$ cat config.mk
export PLATFORM = sky130hd
export DESIGN_NAME = shift_issue_ctrl
export DESIGN_NICKNAME = d
export VERILOG_FILES = /design/src/rtl/shift_issue_ctrl_pkg.sv /design/src/rtl/barrel_shifters.sv /design/src/rtl/shift_regarray.sv /design/src/rtl/shift_issue_ctrl.sv
export SDC_FILE = /design/constraint.sdc
export NUM_CORES = 1
export LEC_CHECK = 0
export ABC_AREA = 1
export BUFFER_PORTS_ARGS = -buffer_cell sky130_fd_sc_hd__buf_2
export CORE_MARGIN = 8
export CORE_UTILIZATION = 54
export CTS_CLUSTER_DIAMETER = 200
export DETAILED_ROUTE_END_ITERATION = 7
export PLACE_DENSITY = 0.87
export SETUP_SLACK_MARGIN = 0.1
export SYNTH_ARGS = -nofsm -noshare
export SYNTH_HDL_FRONTEND = slang
export SYNTH_HIERARCHICAL = 1
export SYNTH_SLANG_ARGS = --single-unit
$ cat constraint.sdc
create_clock -name clk -period 1.4 [get_ports clk]
set_input_delay 0.14 -clock clk [delete_from_list [all_inputs] [get_ports clk]]
set_output_delay 0.14 -clock clk [all_outputs]
set_load 0.01 [all_outputs]
$ cat src/rtl/shift_issue_ctrl_pkg.sv
// rtl/shift_issue_ctrl_pkg.sv - shared constants and encodings for the shift issue block
package shift_issue_ctrl_pkg;
  localparam int WIDTH = 8;
  localparam int SHW   = 3;
  localparam int NREG  = 4;
  localparam int AW    = 2;

  typedef logic [1:0] state_t;

  localparam logic [1:0] IDLE  = 2'd0;
  localparam logic [1:0] READ  = 2'd1;
  localparam logic [1:0] SHIFT = 2'd2;
  localparam logic [1:0] WRITE = 2'd3;

  localparam logic DIR_LEFT  = 1'b0;
  localparam logic DIR_RIGHT = 1'b1;
endpackage

$ cat src/rtl/barrel_shifters.sv
// rtl/barrel_shifters.sv - combinational logical left/right barrel shifters (s2/s1/s0 stages)
module left_shifter #(
  parameter int WIDTH = 8
) (
  input  logic [WIDTH-1:0] a,
  input  logic             s2,
  input  logic             s1,
  input  logic             s0,
  output logic [WIDTH-1:0] y
);
  logic [WIDTH-1:0] t2;
  logic [WIDTH-1:0] t1;

  assign t2 = s2 ? (a << 4)  : a;
  assign t1 = s1 ? (t2 << 2) : t2;
  assign y  = s0 ? (t1 << 1) : t1;
endmodule

module right_shifter #(
  parameter int WIDTH = 8
) (
  input  logic [WIDTH-1:0] a,
  input  logic             s2,
  input  logic             s1,
  input  logic             s0,
  output logic [WIDTH-1:0] y
);
  logic [WIDTH-1:0] t2;
  logic [WIDTH-1:0] t1;

  assign t2 = s2 ? (a >> 4)  : a;
  assign t1 = s1 ? (t2 >> 2) : t2;
  assign y  = s0 ? (t1 >> 1) : t1;
endmodule

$ cat src/rtl/shift_regarray.sv
// rtl/shift_regarray.sv - NREG x WIDTH register array, writeback-over-load write, two async reads
module shift_regarray
  import shift_issue_ctrl_pkg::*;
(
  input  logic             clk,
  input  logic             rst,
  input  logic             wb_en,
  input  logic [AW-1:0]    wb_addr,
  input  logic [WIDTH-1:0] wb_data,
  input  logic             ld_en,
  input  logic [AW-1:0]    ld_addr,
  input  logic [WIDTH-1:0] ld_data,
  input  logic [AW-1:0]    rs_addr,
  output logic [WIDTH-1:0] rs_data,
  input  logic [AW-1:0]    dbg_addr,
  output logic [WIDTH-1:0] dbg_data
);
  logic [WIDTH-1:0] mem [NREG];

  // Per-entry decode so a load and a writeback to different entries both land
  always_ff @(posedge clk or posedge rst) begin
    if (rst) begin
      for (int i = 0; i < NREG; i++) mem[i] <= '0;
    end else begin
      for (int i = 0; i < NREG; i++) begin
        if (wb_en && wb_addr == AW'(i))
          mem[i] <= wb_data;
        else if (ld_en && ld_addr == AW'(i))
          mem[i] <= ld_data;
      end
    end
  end

  assign rs_data  = mem[rs_addr];
  assign dbg_data = mem[dbg_addr];
endmodule

$ cat src/rtl/shift_issue_ctrl.sv
// rtl/shift_issue_ctrl.sv - four-state read/shift/writeback sequencer around the barrel shifters
module shift_issue_ctrl
  import shift_issue_ctrl_pkg::*;
(
  input  logic             clk,
  input  logic             rst,
  input  logic             cmd_valid,
  output logic             cmd_ready,
  input  logic             cmd_dir,
  input  logic [SHW-1:0]   cmd_amt,
  input  logic [AW-1:0]    cmd_rs,
  input  logic [AW-1:0]    cmd_rd,
  input  logic             ld_en,
  input  logic [AW-1:0]    ld_addr,
  input  logic [WIDTH-1:0] ld_data,
  input  logic [AW-1:0]    rd_addr,
  output logic [WIDTH-1:0] rd_data,
  output logic             busy,
  output logic             done,
  output logic [WIDTH-1:0] done_data,
  output logic [AW-1:0]    done_rd
);
  state_t           state_q;
  logic             dir_q;
  logic [SHW-1:0]   amt_q;
  logic [AW-1:0]    rs_q;
  logic [AW-1:0]    rd_q;
  logic [WIDTH-1:0] op_q;
  logic [WIDTH-1:0] res_q;
  logic [WIDTH-1:0] rs_data;
  logic [WIDTH-1:0] shl;
  logic [WIDTH-1:0] shr;
  logic [WIDTH-1:0] sh_out;
  logic             wb_en;

  assign cmd_ready = (state_q == IDLE);
  assign busy      = (state_q != IDLE);
  assign wb_en     = (state_q == WRITE);

  left_shifter #(.WIDTH(WIDTH)) u_shl (
    .a  (op_q),
    .s2 (amt_q[2]),
    .s1 (amt_q[1]),
    .s0 (amt_q[0]),
    .y  (shl)
  );

  right_shifter #(.WIDTH(WIDTH)) u_shr (
    .a  (op_q),
    .s2 (amt_q[2]),
    .s1 (amt_q[1]),
    .s0 (amt_q[0]),
    .y  (shr)
  );

  assign sh_out = (dir_q == DIR_RIGHT) ? shr : shl;

  shift_regarray u_regs (
    .clk      (clk),
    .rst      (rst),
    .wb_en    (wb_en),
    .wb_addr  (rd_q),
    .wb_data  (res_q),
    .ld_en    (ld_en),
    .ld_addr  (ld_addr),
    .ld_data  (ld_data),
    .rs_addr  (rs_q),
    .rs_data  (rs_data),
    .dbg_addr (rd_addr),
    .dbg_data (rd_data)
  );

  always_ff @(posedge clk or posedge rst) begin
    if (rst) begin
      state_q   <= IDLE;
      dir_q     <= 1'b0;
      amt_q     <= '0;
      rs_q      <= '0;
      rd_q      <= '0;
      op_q      <= '0;
      res_q     <= '0;
      done      <= 1'b0;
      done_data <= '0;
      done_rd   <= '0;
    end else begin
      done <= 1'b0;
      case (state_q)
        IDLE: begin
          if (cmd_valid) begin
            dir_q   <= cmd_dir;
            amt_q   <= cmd_amt;
            rs_q    <= cmd_rs;
            rd_q    <= cmd_rd;
            state_q <= READ;
          end
        end
        READ: begin
          // Array read sees the pre-edge value, so a same-edge load to rs is not used
          op_q    <= rs_data;
          state_q <= SHIFT;
        end
        SHIFT: begin
          res_q   <= sh_out;
          state_q <= WRITE;
        end
        default: begin
          done      <= 1'b1;
          done_data <= res_q;
          done_rd   <= rd_q;
          state_q   <= IDLE;
        end
      endcase
    end
  end
endmodule

Word level (Yosys, flattened, before mapping)
Index checks and enable logic that the tools add are counted.

storage, ports and cells
  output and inout bits = 21
  memories = 0
  bits of input ports = 24
  bits in registers = 69
  RAM bits = 0
  bits in read-only memories = 0
  bits in latches = 0

cells by class
  reduce and logical (&&, ||, !) cells = 18
  multiply operators = 0
  div/mod/pow operators = 0
  bitwise operators = 2
  shift operators = 0
  multiplexer cells = 24
  equal/unequal tests = 10
  add/subtract/negate cells = 0
  order comparisons = 2

operators by type and width
  cell                  count
  $mux W8               19
  $bmux W8 S2           2
  $eq A2 B2 Y1 const B  6
  $reduce_bool A2 Y1    5
  $logic_and A1 B1 Y1   8
  $eq A2 B1 Y1 const B  3
  $ge A3 B3 Y1 const B  2
  $logic_not A2 Y1      3
  $not A2 Y3            2
  $pmux W2 S3           1
  $reduce_or A3 Y1      1
  $mux W2               1
  $ne A2 B2 Y1 const B  1
  $reduce_and A2 Y1     1
  $mux W1               1

Depth between registers and ports, before layout
Gate-level depths: netlist of run 1.

  word-level depth = 4
  depth in mapped cells = 9
  gate-level depth less buffers = 9

Hierarchy
The synthesis of run 1 kept the hierarchy.

modules (own cells, without submodules)
  module            instances  area each (sq um)  cells an instance
  shift_regarray    1          2219.6             316
  shift_issue_ctrl  1          1682.9             197
  left_shifter      1          231.5              51
  right_shifter     1          231.5              51

Least setup slack after synthesis of run 1
No wires, ideal clock.

  kind = flip-flop to flip-flop
  start point = register state_q[0]
  end point = register u_regs/mem[4] in the netlist's numbering
  slack = 48 ps
  stages on the path, launching flop included = 7
  arrival time = 1235 ps
  clock period less this slack = 1352 ps
  data required time = 1282 ps
  cell sequence = dfrtp_1 -> ha_1 -> buf_6 -> buf_12 -> nand4_1 -> nand3_1 -> nand2_1

between the ends
  longest elaborated chain between the ends = 3
  elaborated cells on any way between the ends = 4
  those cells by class = 1 x eq/ne; 1 x mux; 2 x reduce/logical

RTL lines
  what                                                  line                     source
  from (decl)                                           shift_issue_ctrl.sv:23   state_t state_q;
  from (signal assigned)                                shift_issue_ctrl.sv:75   state_q <= IDLE;
  from (signal assigned)                                shift_issue_ctrl.sv:94   state_q <= READ;
  from (signal assigned)                                shift_issue_ctrl.sv:100  state_q <= SHIFT;
  $eq A2 B2 Y1 *                                        shift_issue_ctrl.sv:38   assign wb_en = (state_q == WRITE);
  named net wb_en                                       shift_issue_ctrl.sv:34   logic wb_en;
  $logic_and A1 B1 Y1 *                                 shift_regarray.sv:26     if (wb_en && wb_addr == AW'(i))
  $mux W8 / $reduce_bool A2 Y1 (equally long branches)  n/a
  to (signal, indexed assignment)                       shift_regarray.sv:27     mem[i] <= wb_data;
  to (signal, indexed assignment)                       shift_regarray.sv:29     mem[i] <= ld_data;
  to (decl)                                             shift_regarray.sv:18     logic [WIDTH-1:0] mem [NREG];

Mark *: on every way through the listed nets, which the timed path passes. The rest lies on a longest branch.
A chain may end at the register's enable or synchronous reset.

Final worst setup path of run 1
  start point = register amt_q[2]
  end point = register res_q[2]

between the ends
  longest elaborated chain between the ends = 4
  elaborated cells on any way between the ends = 7
  those cells by class = 7 x mux

RTL lines
  what                    line                     source
  from (decl)             shift_issue_ctrl.sv:25   logic [SHW-1:0] amt_q;
  from (signal assigned)  shift_issue_ctrl.sv:91   amt_q <= cmd_amt;
  $mux W8                 barrel_shifters.sv:31    assign t2 = s2 ? (a >> 4) : a;
  $mux W8                 barrel_shifters.sv:32    assign t1 = s1 ? (t2 >> 2) : t2;
  $mux W8                 barrel_shifters.sv:33    assign y = s0 ? (t1 >> 1) : t1;
  named net shr[2]        shift_issue_ctrl.sv:32   logic [WIDTH-1:0] shr;
  $mux W8                 shift_issue_ctrl.sv:56   assign sh_out = (dir_q == DIR_RIGHT) ? shr : shl;
  to (signal assigned)    shift_issue_ctrl.sv:103  res_q <= sh_out;
  to (decl)               shift_issue_ctrl.sv:29   logic [WIDTH-1:0] res_q;

The timed path passes the listed nets, and every way through them passes these cells.

==> impl_metrics.tcl, run 1 <==
set metrics [dict create \
    status "finished with violations" \
    violations "design-rule violations, negative setup slack" \
    dieHeight_microns 106 \
    ir_drop_v 0.00171 \
    fin_nets 748 \
    htreeDepth 3 \
    die_x_microns 106 \
    crit_buf_inv 2 \
    post-route-min-period_ns 1.53 \
    vias 5443 \
    fmax_ghz 0.654 \
    switchingPower_mw 7.64 \
    timing.rr.start "amt_q[2]" \
    yosys_warnings 6 \
    required_ns 1.64 \
    p_seq_share_pct 27.9 \
    grt_overflow_total 0 \
    p_leak_nw 3.06 \
    p_int_mw 7.73 \
    clockBufferDepth 2 \
    final_max_slew_viol_count 0 \
    netlist_area_sq_mm 0.00437 \
    drtIter0Drc 810 \
    layout_setup_ws_ns -0.130 \
    diodes 0 \
    fillerInstances 468 \
    final_layout_size_suffix_gt1_share_pct 43.0 \
    syn-num-nets 645 \
    period_share_pct 109 \
    critPathMaxFanout 7 \
    dr.pass1.iters 8 \
    endpoint_kind "register" \
    crit_path_frequent_cell "nand2_1" \
    antenna_found_initial 0 \
    coreArea_sq_mm 0.00777 \
    area_growth_pct 42.4 \
    final_antenna_net_count 0 \
    cp-startpoint "amt_q[2]" \
    critical_path.top_delay_family "simple AND/OR/NAND/NOR gates" \
    dpl-instance-area_sq_mm 0.00470 \
    ys_seq_area_share_pct 39.6 \
    io-pin-count 45 \
    finalWirelength_mm 17.9 \
    holdWs_ns 0.0150 \
    crit_type "reg2reg" \
    drt-vias-per-instance 6.60 \
    power_mw 15.4 \
    crit_path_top_delay_cell "dfrtp_2" \
    cts_sinks 69 \
    final_area_sq_mm 0.00621 \
    synth_cell_types 25 \
    cts_made_buffers 9 \
    hp-start "cmd_rs[0]" \
    grt_max_degree 38 \
    ys_ff_latch 69 \
    worst_slew_pin_slew_ns 0.521 \
    cts_tree "yes" \
    worstSetupStartpointType "register" \
    port_buffers 44 \
    critPathArrivalTime_ns 1.77 \
    setup_violations 18 \
    drc_errors 2 \
    rsz0062_at_grt "true" \
    maxSlewHeadroom_pct 65.1 \
    insertion_delay_ns 0.35 \
    cts_root_buf "clkbuf_8" \
    hold_path_class "in2reg" \
    clkSlewWorstSetupHoldPaths_ns 0.07 \
    dp_hpwl_mm 9.44 \
    finalHoldViolCount 0 \
    grt_pass1_vias 4342 \
    p_clk_share_pct 11.0 \
    rows 32 \
    grt_pass1_wl_mm 21.5 \
    clock_skew_ns 0.0113 \
    syn_inst 615 \
    crit_chain "clkinvlp_4 -> nand2_4 -> nand3_4 -> nand3_2 -> nand2_1 -> inv_1 -> nand2_1 -> nand3_2 -> nand2_1" \
    synth.avg_cell_area_sq_um 7.10 \
    grt_use_total_pct 23.8 \
    place_congestion 0.953 \
    powerDensity_mw_per_mm2 2470 \
    start_util_pct 56.2 \
    slowest_delay_ns 0.52 \
    maxCapViolations 0 \
    swShare_pct 49.7 \
    power_frac_comb_pct 61.1 \
    routedWlPerCell_microns 21.7 \
    die_area_sq_mm 0.0112 \
]
## worst paths after layout
| path | slack (ns) | to | cells past startpoint |
|---|---|---|---|
| max | -0.13 | res_q[2] | 9 |
| min | 0.01 | rs_q[0] | 3 |
| max reg2reg | -0.13 | res_q[2] | 9 |
| min reg2reg | 0.52 | done_data[2] | 2 |
| max in group asynchronous | 0.56 | amt_q[0] | 4 |
| min in group asynchronous | 0.43 | u_regs/mem[31] | 4 |
## final cells by class
type / instances / area, sq um / share of cell area [%]
clock buffer: 11 / 141 / 2.28
clock inverter: 5 / 60.1 / 0.966
inverter: 74 / 312 / 5.01
multi-input combinational: 447 / 2860 / 46.1
sequential: 69 / 1730 / 27.9
tap: 102 / 128 / 2.05
timing repair buffer: 116 / 970 / 15.6
timing repair inverter: 1 / 7.51 / 0.121
## state kept, by name, summed over array words and instances, names as in the netlist
signal / flops
op_q: 8
rs_q: 2
amt_q: 3
res_q: 8
done_data: 8
u_regs/mem: 32
state_q: 2
done_rd: 2
done: 1
rd_q: 2
dir_q: 1
## per-layer routing
layer  vias to the layer above  GRT usage, %  share of wire (%)
met1                      2495          32.5                 34
li1                       2237             -                  -
met2                       536          36.0                 45
met3                       175          5.25                 13
met5                         -             0                  0
met4                         0          8.94                8.4
## cells in the mapped netlist, drive strengths merged
| cell type | count | share of area [%] |
|---|---|---|
| a21oi | 1 | 0.11 |
| nor2 | 42 | 3.8 |
| ha | 6 | 1.7 |
| o21ai | 57 | 7.0 |
| buf | 25 | 5.2 |
| o22ai | 16 | 2.3 |
| nand4 | 24 | 3.4 |
| nand3 | 119 | 14 |
| nand2 | 181 | 16 |
| inv | 73 | 6.3 |
| dfrtp | 69 | 40 |
| clkinv | 1 | 0.086 |
| clkbuf | 1 | 0.11 |
## power groups by stage
| stage | Clock (mW) | Sequential [mW] | Combinational, mW |
|---|---|---|---|
| after floorplan | 0 | 3.64 | 4.27 |
| after global placement | 0 | 3.97 | 5.41 |
| after detailed placement | 0 | 3.99 | 5.60 |
| after CTS | 1.67 | 4.03 | 6.32 |
| after global routing | 1.76 | 4.35 | 9.94 |
| final | 1.69 | 4.29 | 9.40 |
## cells by family (layout without fill, tap and decap cells)
group                      after synthesis  in the layout  synth area share, %
AOI/OAI and AO/OA                       74             74                 9.37
adders and majority gates                6              6                 1.72
buffers and inverters                  100            207                 11.7
DFF                                     69             69                 39.6
and+or+nand+nor                        366            367                 37.6
## stage by stage
stage | setup TNS, ns | utilization, % | worst slack [ns] | cells
global placement | 0 | 60.5 | 0.0671 | 760
CTS | -0.234 | 66.4 | -0.0503 | 788
finish | -1.23 | 80.0 | -0.130 | 825
global route | -2.34 | 80.0 | -0.234 | 825
floorplan | 0 | - | 0.128 | 615
detailed placement | 0 | 60.5 | 0.0211 | 760
## worst register-to-register path, cell delays in order, from the launching register on
cell,delay [ns]
dfrtp_2,0.52
clkinvlp_4,0.24
nand2_4,0.13
nand3_4,0.09
nand3_2,0.09
nand2_1,0.07
inv_1,0.06
nand2_1,0.07
nand3_2,0.10
nand2_1,0.05
## layout by cell type (no fill, tap or decap), types with 4 or more instances in the layout
master    count
nand3_4       9
o22ai_1      13
dfrtp_1      64
nand4_1      24
o21ai_0      14
dfrtp_2       5
inv_4         5
nor2_2        4
inv_2        11
ha_4          5
nand2_2      44
buf_6        25
nand3_2      62
buf_12        4
nor2_1       37
o21ai_1      30
buf_2        42
o21ai_2      13
nand2_4      11
nand3_1      48
inv_1        54
nand2_1     124
buf_4        39
clkbuf_8     10
## timing repair
action                                  CTS  global route
endpoints found under the hold margin    69             0
pin swaps                                17            83
resized for setup                        53           204
hold buffers                              1             0
endpoints found under the setup margin   57            73
cloned                                    1             5
buffers inserted                         10            33
No activity file was read; power rests on OpenSTA's default activity.
==> run 2, diff against run 1 <==
--- a/config.mk
+++ b/config.mk
@@ -5,13 +5,13 @@
 export SDC_FILE = /design/constraint.sdc
 export NUM_CORES = 1
 export LEC_CHECK = 0
-export ABC_AREA = 1
 export BUFFER_PORTS_ARGS = -buffer_cell sky130_fd_sc_hd__buf_2
+export CORE_ASPECT_RATIO = 0.5
 export CORE_MARGIN = 8
-export CORE_UTILIZATION = 54
+export CORE_UTILIZATION = 53
 export CTS_CLUSTER_DIAMETER = 200
 export DETAILED_ROUTE_END_ITERATION = 7
-export PLACE_DENSITY = 0.87
+export PLACE_DENSITY = 0.86
 export SETUP_SLACK_MARGIN = 0.1
 export SYNTH_ARGS = -nofsm -noshare
 export SYNTH_HDL_FRONTEND = slang
==> impl_metrics.tcl, run 2 <==
set metrics [dict create \
    worst_slew_pin_slew_ns 0.659 \
    switchingPower_mw 7.57 \
    cts_made_buffers 9 \
    critPathMaxFanout 8 \
    netlist_top_cells_area "dfrtp_1 (43%), mux2_2 (9.1%), mux4_2 (9.1%)" \
    synth_edf_count 0 \
    endpoint_kind "register" \
    dr.pass1.iters 8 \
    synth_top_area_share_pct 43.4 \
    yosys.area_share.simple_pct 16.8 \
    yosys-top-cells-count "dfrtp_1 (69), nand2_1 (67), nor2_1 (46)" \
    power_frac_comb_pct 58.4 \
    largest_reg_flops 32 \
    r2r_slack_ns -0.61 \
    vias 4432 \
    critPathArrivalTime_ns 2.20 \
    violations "design-rule violations, negative setup slack" \
    fin_nets 520 \
    final_max_slew_viol_count 0 \
    grt_overflow_total 0 \
    final_common_cell "nand2_1" \
    top_register "u_regs/mem" \
    syn-num-nets 403 \
    dp_hpwl_mm 7.53 \
    timing.rr.start "amt_q[0]" \
    ir_drop_v 0.00105 \
    worstSetupStartpointType "register" \
    setup_violations 75 \
    rsz0062_at_grt "true" \
    maxSlewHeadroom_pct 56.1 \
    clkSlewWorstSetupHoldPaths_ns 0.06 \
    synth_top_family_by_area "multiplexers" \
    die_area_sq_mm 0.0107 \
    r2r_cells 6 \
    port_buffers 44 \
    p_int_mw 9.91 \
    die_x_microns 138 \
    dieHeight_microns 77.2 \
    cts_root_buf "clkbuf_16" \
    insertion_delay_ns 0.35 \
    finalHoldViolCount 0 \
    coreArea_sq_mm 0.00729 \
    p_clk_share_pct 14.2 \
    grt_use_total_pct 30.8 \
    synth-xor-area-share_pct 0 \
    holdPathStages 2 \
    synth_cell_types 39 \
    area_growth_pct 47.9 \
    syn_inst 373 \
    start_util_pct 54.5 \
    fillerInstances 321 \
    grt_pass1_vias 4330 \
    netlist_area_sq_mm 0.00398 \
    holdPathEnd "amt_q[1]" \
    async_reset_ff_share_pct 100 \
    synth-compound-area-share_pct 9.69 \
    cts_sinks 69 \
    utilization_pct 80.6 \
    io-pin-count 45 \
    synth.area.mux_share_pct 23.6 \
    antenna_found_initial 0 \
    required_ns 1.60 \
    synth_adder_area_share_pct 1.89 \
    final_layout_size_suffix_gt1_share_pct 55.2 \
    p_seq_share_pct 27.4 \
    fmax_ghz 0.499 \
    ys.flop_type "dfrtp_1" \
    dpl-instance-area_sq_mm 0.00453 \
    clock_skew_ns 0.0102 \
    grt_max_degree 38 \
    clockBufferDepth 2 \
    synth.largest_area_cell "dfrtp_1" \
    post-route-min-period_ns 2.01 \
    finalWirelength_mm 18.5 \
    synth.avg_cell_area_sq_um 10.7 \
    period_share_pct 143 \
    routedWlPerCell_microns 31.3 \
    swShare_pct 43.3 \
    diodes 0 \
    drc_errors 20 \
    maxCapViolations 0 \
    ys_ff_latch 69 \
    final_area_sq_mm 0.00588 \
    cts_tree "yes" \
    drt-vias-per-instance 7.50 \
    hp-start "cmd_amt[1]" \
    ys_seq_area_share_pct 43.4 \
    drtIter0Drc 872 \
    crit_type "reg2reg" \
    powerDensity_mw_per_mm2 2970 \
    final_antenna_net_count 0 \
    p_leak_nw 2.59 \
    htreeDepth 3 \
    synth_most_common_cell "dfrtp_1" \
    hold_path_class "in2reg" \
    layout_setup_ws_ns -0.605 \
    yosys_warnings 6 \
    place_congestion 0.887 \
    grt_pass1_wl_mm 25.4 \
    rows 22 \
    r2r_end "res_q[2]" \
    status "finished with violations" \
    layout_common_cells "nand2_1 (67), dfrtp_1 (63), buf_4 (62), buf_2 (34), mux2_4 (26)" \
]
## run 2: cell type report
class	instances	area, sq um	area share, %
repair buffers	131	1140	19.4
flip-flops and latches	69	1730	29.5
clock inverters	5	58.8	1.00
inverters	7	28.8	0.489
multi-input cells	272	2550	43.3
well taps	96	120	2.04
clock buffers	11	253	4.30
## run 2: per-stage QoR
stage	setup slack (ns)	hold slack [ns]	instances	total power [mW]	TNS, ns
after detailed placement	-0.297	0.266	526	10.2	-4.13
after global placement	-0.206	0.264	526	9.96	-2.85
final	-0.605	0.0328	591	17.5	-9.08
after global routing	-0.613	0.0327	591	17.7	-8.70
after floorplan	-0.140	0.256	373	8.07	-0.773
after CTS	-0.198	0.0342	583	14.8	-2.65
## run 2: worst max path at each step
stage / from / end / slack (ns) / cells after the start
floorplan: amt_q[0] / res_q[1] / -0.14 / 6
global placement: amt_q[0] / res_q[2] / -0.21 / 6
detailed placement: amt_q[0] / res_q[3] / -0.30 / 6
CTS: amt_q[0] / res_q[2] / -0.20 / 6
global route: amt_q[0] / res_q[2] / -0.61 / 6
finish: amt_q[0] / res_q[2] / -0.61 / 6
## run 2: repair_timing
item | CTS | global route
hold buffers | 1 | 0
buffers inserted | 37 | 9
pin swaps | 12 | 10
gates resized for setup | 90 | 58
hold endpoints to repair | 69 | 0
setup endpoints to repair | 77 | 78
cloned | 3 | 0
## run 2: kinds of logic (layout without fill, tap and decap cells)
logic type,after synthesis,count (layout)
AOI/OAI and AO/OA,52,52
adders and majority gates,6,6
buffers and inverters,32,154
DFF,69,69
muxes,67,67
and+or+nand+nor,147,147
## run 2: power groups by stage
stage          clock [mW]  sequential [mW]  combinational [mW]
5_1_grt              2.56             4.78                10.4
2_1_floorplan           0             3.84                4.22
3_3_place_gp            0             4.22                5.73
3_5_place_dp            0             4.26                5.98
6_report             2.49             4.78                10.2
4_1_cts              2.38             4.26                8.13
## run 2: routing by layer
| metal | global-route usage (%) | vias up | wire (microns) |
|---|---|---|---|
| li1 | - | 1566 | - |
| met1 | 34.4 | 2069 | 6400 |
| met2 | 46.2 | 574 | 7490 |
| met3 | 14.6 | 223 | 2940 |
| met4 | 20.8 | 0 | 1700 |
| met5 | 0 | - | 0 |
## run 2: worst max-delay path: stages (launching register included)
cell and delay [ns]:
dfrtp_2 0.50, buf_6 0.16, mux2_4 0.33, mux2i_2 0.21, o22ai_1 0.11, mux2i_1 0.36, a21oi_1 0.18
==> run 3, diff against run 2 <==
--- a/config.mk
+++ b/config.mk
@@ -12,7 +12,6 @@
 export CTS_CLUSTER_DIAMETER = 200
 export DETAILED_ROUTE_END_ITERATION = 7
 export PLACE_DENSITY = 0.86
-export SETUP_SLACK_MARGIN = 0.1
 export SYNTH_ARGS = -nofsm -noshare
 export SYNTH_HDL_FRONTEND = slang
 export SYNTH_HIERARCHICAL = 1
==> impl_metrics.tcl, run 3 (synthesis gave the netlist of run 2 again) <==
set metrics [dict create \
    status "finished with violations" \
    violations "design-rule violations, negative setup slack" \
    endpoint_kind "register" \
    multi_input_area_sq_mm 0.00246 \
    top_register "u_regs/mem" \
    drtIter0Drc 1077 \
    critPathMaxFanout 6 \
    place_congestion 0.929 \
    final_common_cell "nand2_1" \
    fmax_ghz 0.523 \
    dp_hpwl_mm 7.54 \
    hp-start "cmd_amt[1]" \
    htreeDepth 3 \
    area_growth_pct 44.8 \
    crit_type "reg2reg" \
    io-pin-count 45 \
    finalHoldViolCount 0 \
    post-route-min-period_ns 1.91 \
    clockBufferDepth 2 \
    die_area_sq_mm 0.0107 \
    rsz0062_at_grt "true" \
    fillerInstances 338 \
    vias 4332 \
    cp-startpoint "amt_q[0]" \
    worstSetupStartpointType "register" \
    antenna_found_initial 3 \
    start_util_pct 54.5 \
    cts_sinks 69 \
    dr.pass1.iters 8 \
    period_share_pct 136 \
    port_buffers 44 \
    insertion_delay_ns 0.35 \
    final_layout_size_suffix_gt1_share_pct 52.1 \
    largest_reg_flops 32 \
    layout_common_cells "nand2_1 (66), dfrtp_1 (64), buf_4 (62), buf_2 (36), nor2_1 (32)" \
    final_antenna_net_count 0 \
    final_max_slew_viol_count 0 \
    grt_overflow_total 0 \
    ir_drop_v 0.00124 \
    grt_max_degree 38 \
    clkSlewWorstSetupHoldPaths_ns 0.07 \
    worst_slew_pin_slew_ns 0.541 \
    powerDensity_mw_per_mm2 2970 \
    dpl-instance-area_sq_mm 0.00449 \
    maxCapViolations 0 \
    die_x_microns 138 \
    grt_use_total_pct 28.4 \
    grt_pass1_vias 4074 \
    fin_nets 518 \
    seqCellArea_sq_mm 0.00173 \
    dieHeight_microns 77.2 \
    p_leak_nw 2.53 \
    setup_violations 67 \
    rows 22 \
    final_area_sq_mm 0.00576 \
    finalWirelength_mm 18.6 \
    routedWlPerCell_microns 31.6 \
    drt-vias-per-instance 7.35 \
    utilization_pct 79.0 \
    clock_skew_ns 0.0154 \
    cts_root_buf "clkbuf_16" \
    layout_setup_ws_ns -0.511 \
    hold_path_class "in2reg" \
    maxSlewHeadroom_pct 64.0 \
    required_ns 1.61 \
    setup_tns_ns -8.14 \
    cts_tree "yes" \
    timing.rr.start "amt_q[0]" \
    holdWs_ns 0.0345 \
    cts_made_buffers 9 \
    diodes 0 \
    grt_pass1_wl_mm 23.4 \
    drc_errors 91 \
    critPathArrivalTime_ns 2.12 \
    coreArea_sq_mm 0.00729 \
    power_mw 17.1 \
]
-- run 3: cell count changes in the layout (fill, tap and decap cells not counted), sizes merged --
cell    previous run  this run
buf              130       126
inv                7         8
bufinv             1         2
-- run 3: final cells by class --
type | count | area share (%)
tap | 96 | 2.09
inverter | 7 | 0.630
multi-input combinational | 272 | 42.7
sequential | 69 | 30.1
timing repair buffer | 129 | 18.9
clock buffer | 9 | 3.91
clock inverter | 7 | 1.69
-- run 3: routing by layer --
layer	wire length, microns	part of all wire (%)	track usage, %
met1	6280	34	32.2
met2	7380	40	43.0
met3	3050	16	12.6
met4	1880	10	18.6
met5	48	0.26	0
-- run 3: metrics by stage --
stage	std cells	setup slack, ns
3_5_place_dp	524	-0.217
2_1_floorplan	373	-0.140
3_3_place_gp	524	-0.217
4_1_cts	575	-0.186
5_1_grt	589	-0.502
6_report	589	-0.511
-- run 3: critical path, stage by stage (launching register included) --
cell	delay [ns]
dfrtp_2	0.45
buf_4	0.16
mux2_2	0.37
mux2i_1	0.29
nor2_1	0.08
mux2i_1	0.26
a21oi_1	0.15
-- run 3: timing repair --
item,4_1_cts,5_1_grt
hold endpoints to repair,69,0
setup endpoints to repair,49,68
hold buffers,1,0
cloned,1,2
setup buffers,35,14
pin swaps,6,13
gates resized for setup,44,68
-- run 3: power by group --
group	internal, mW	switching [mW]	total (mW)
logic	5.09	4.86	9.95
clock network	1.57	1.00	2.57
registers	3.06	1.52	4.58
-- run 3: worst paths after layout --
| kind | endpoint | slack, ns | depth (start not counted) |
|---|---|---|---|
| max in group asynchronous | amt_q[1] | 0.46 | 4 |
| max reg2reg | res_q[3] | -0.51 | 6 |
| min in group asynchronous | op_q[1] | 0.55 | 4 |
| min | amt_q[1] | 0.03 | 2 |
| min reg2reg | done_data[3] | 0.50 | 1 |
| max | res_q[3] | -0.51 | 6 |
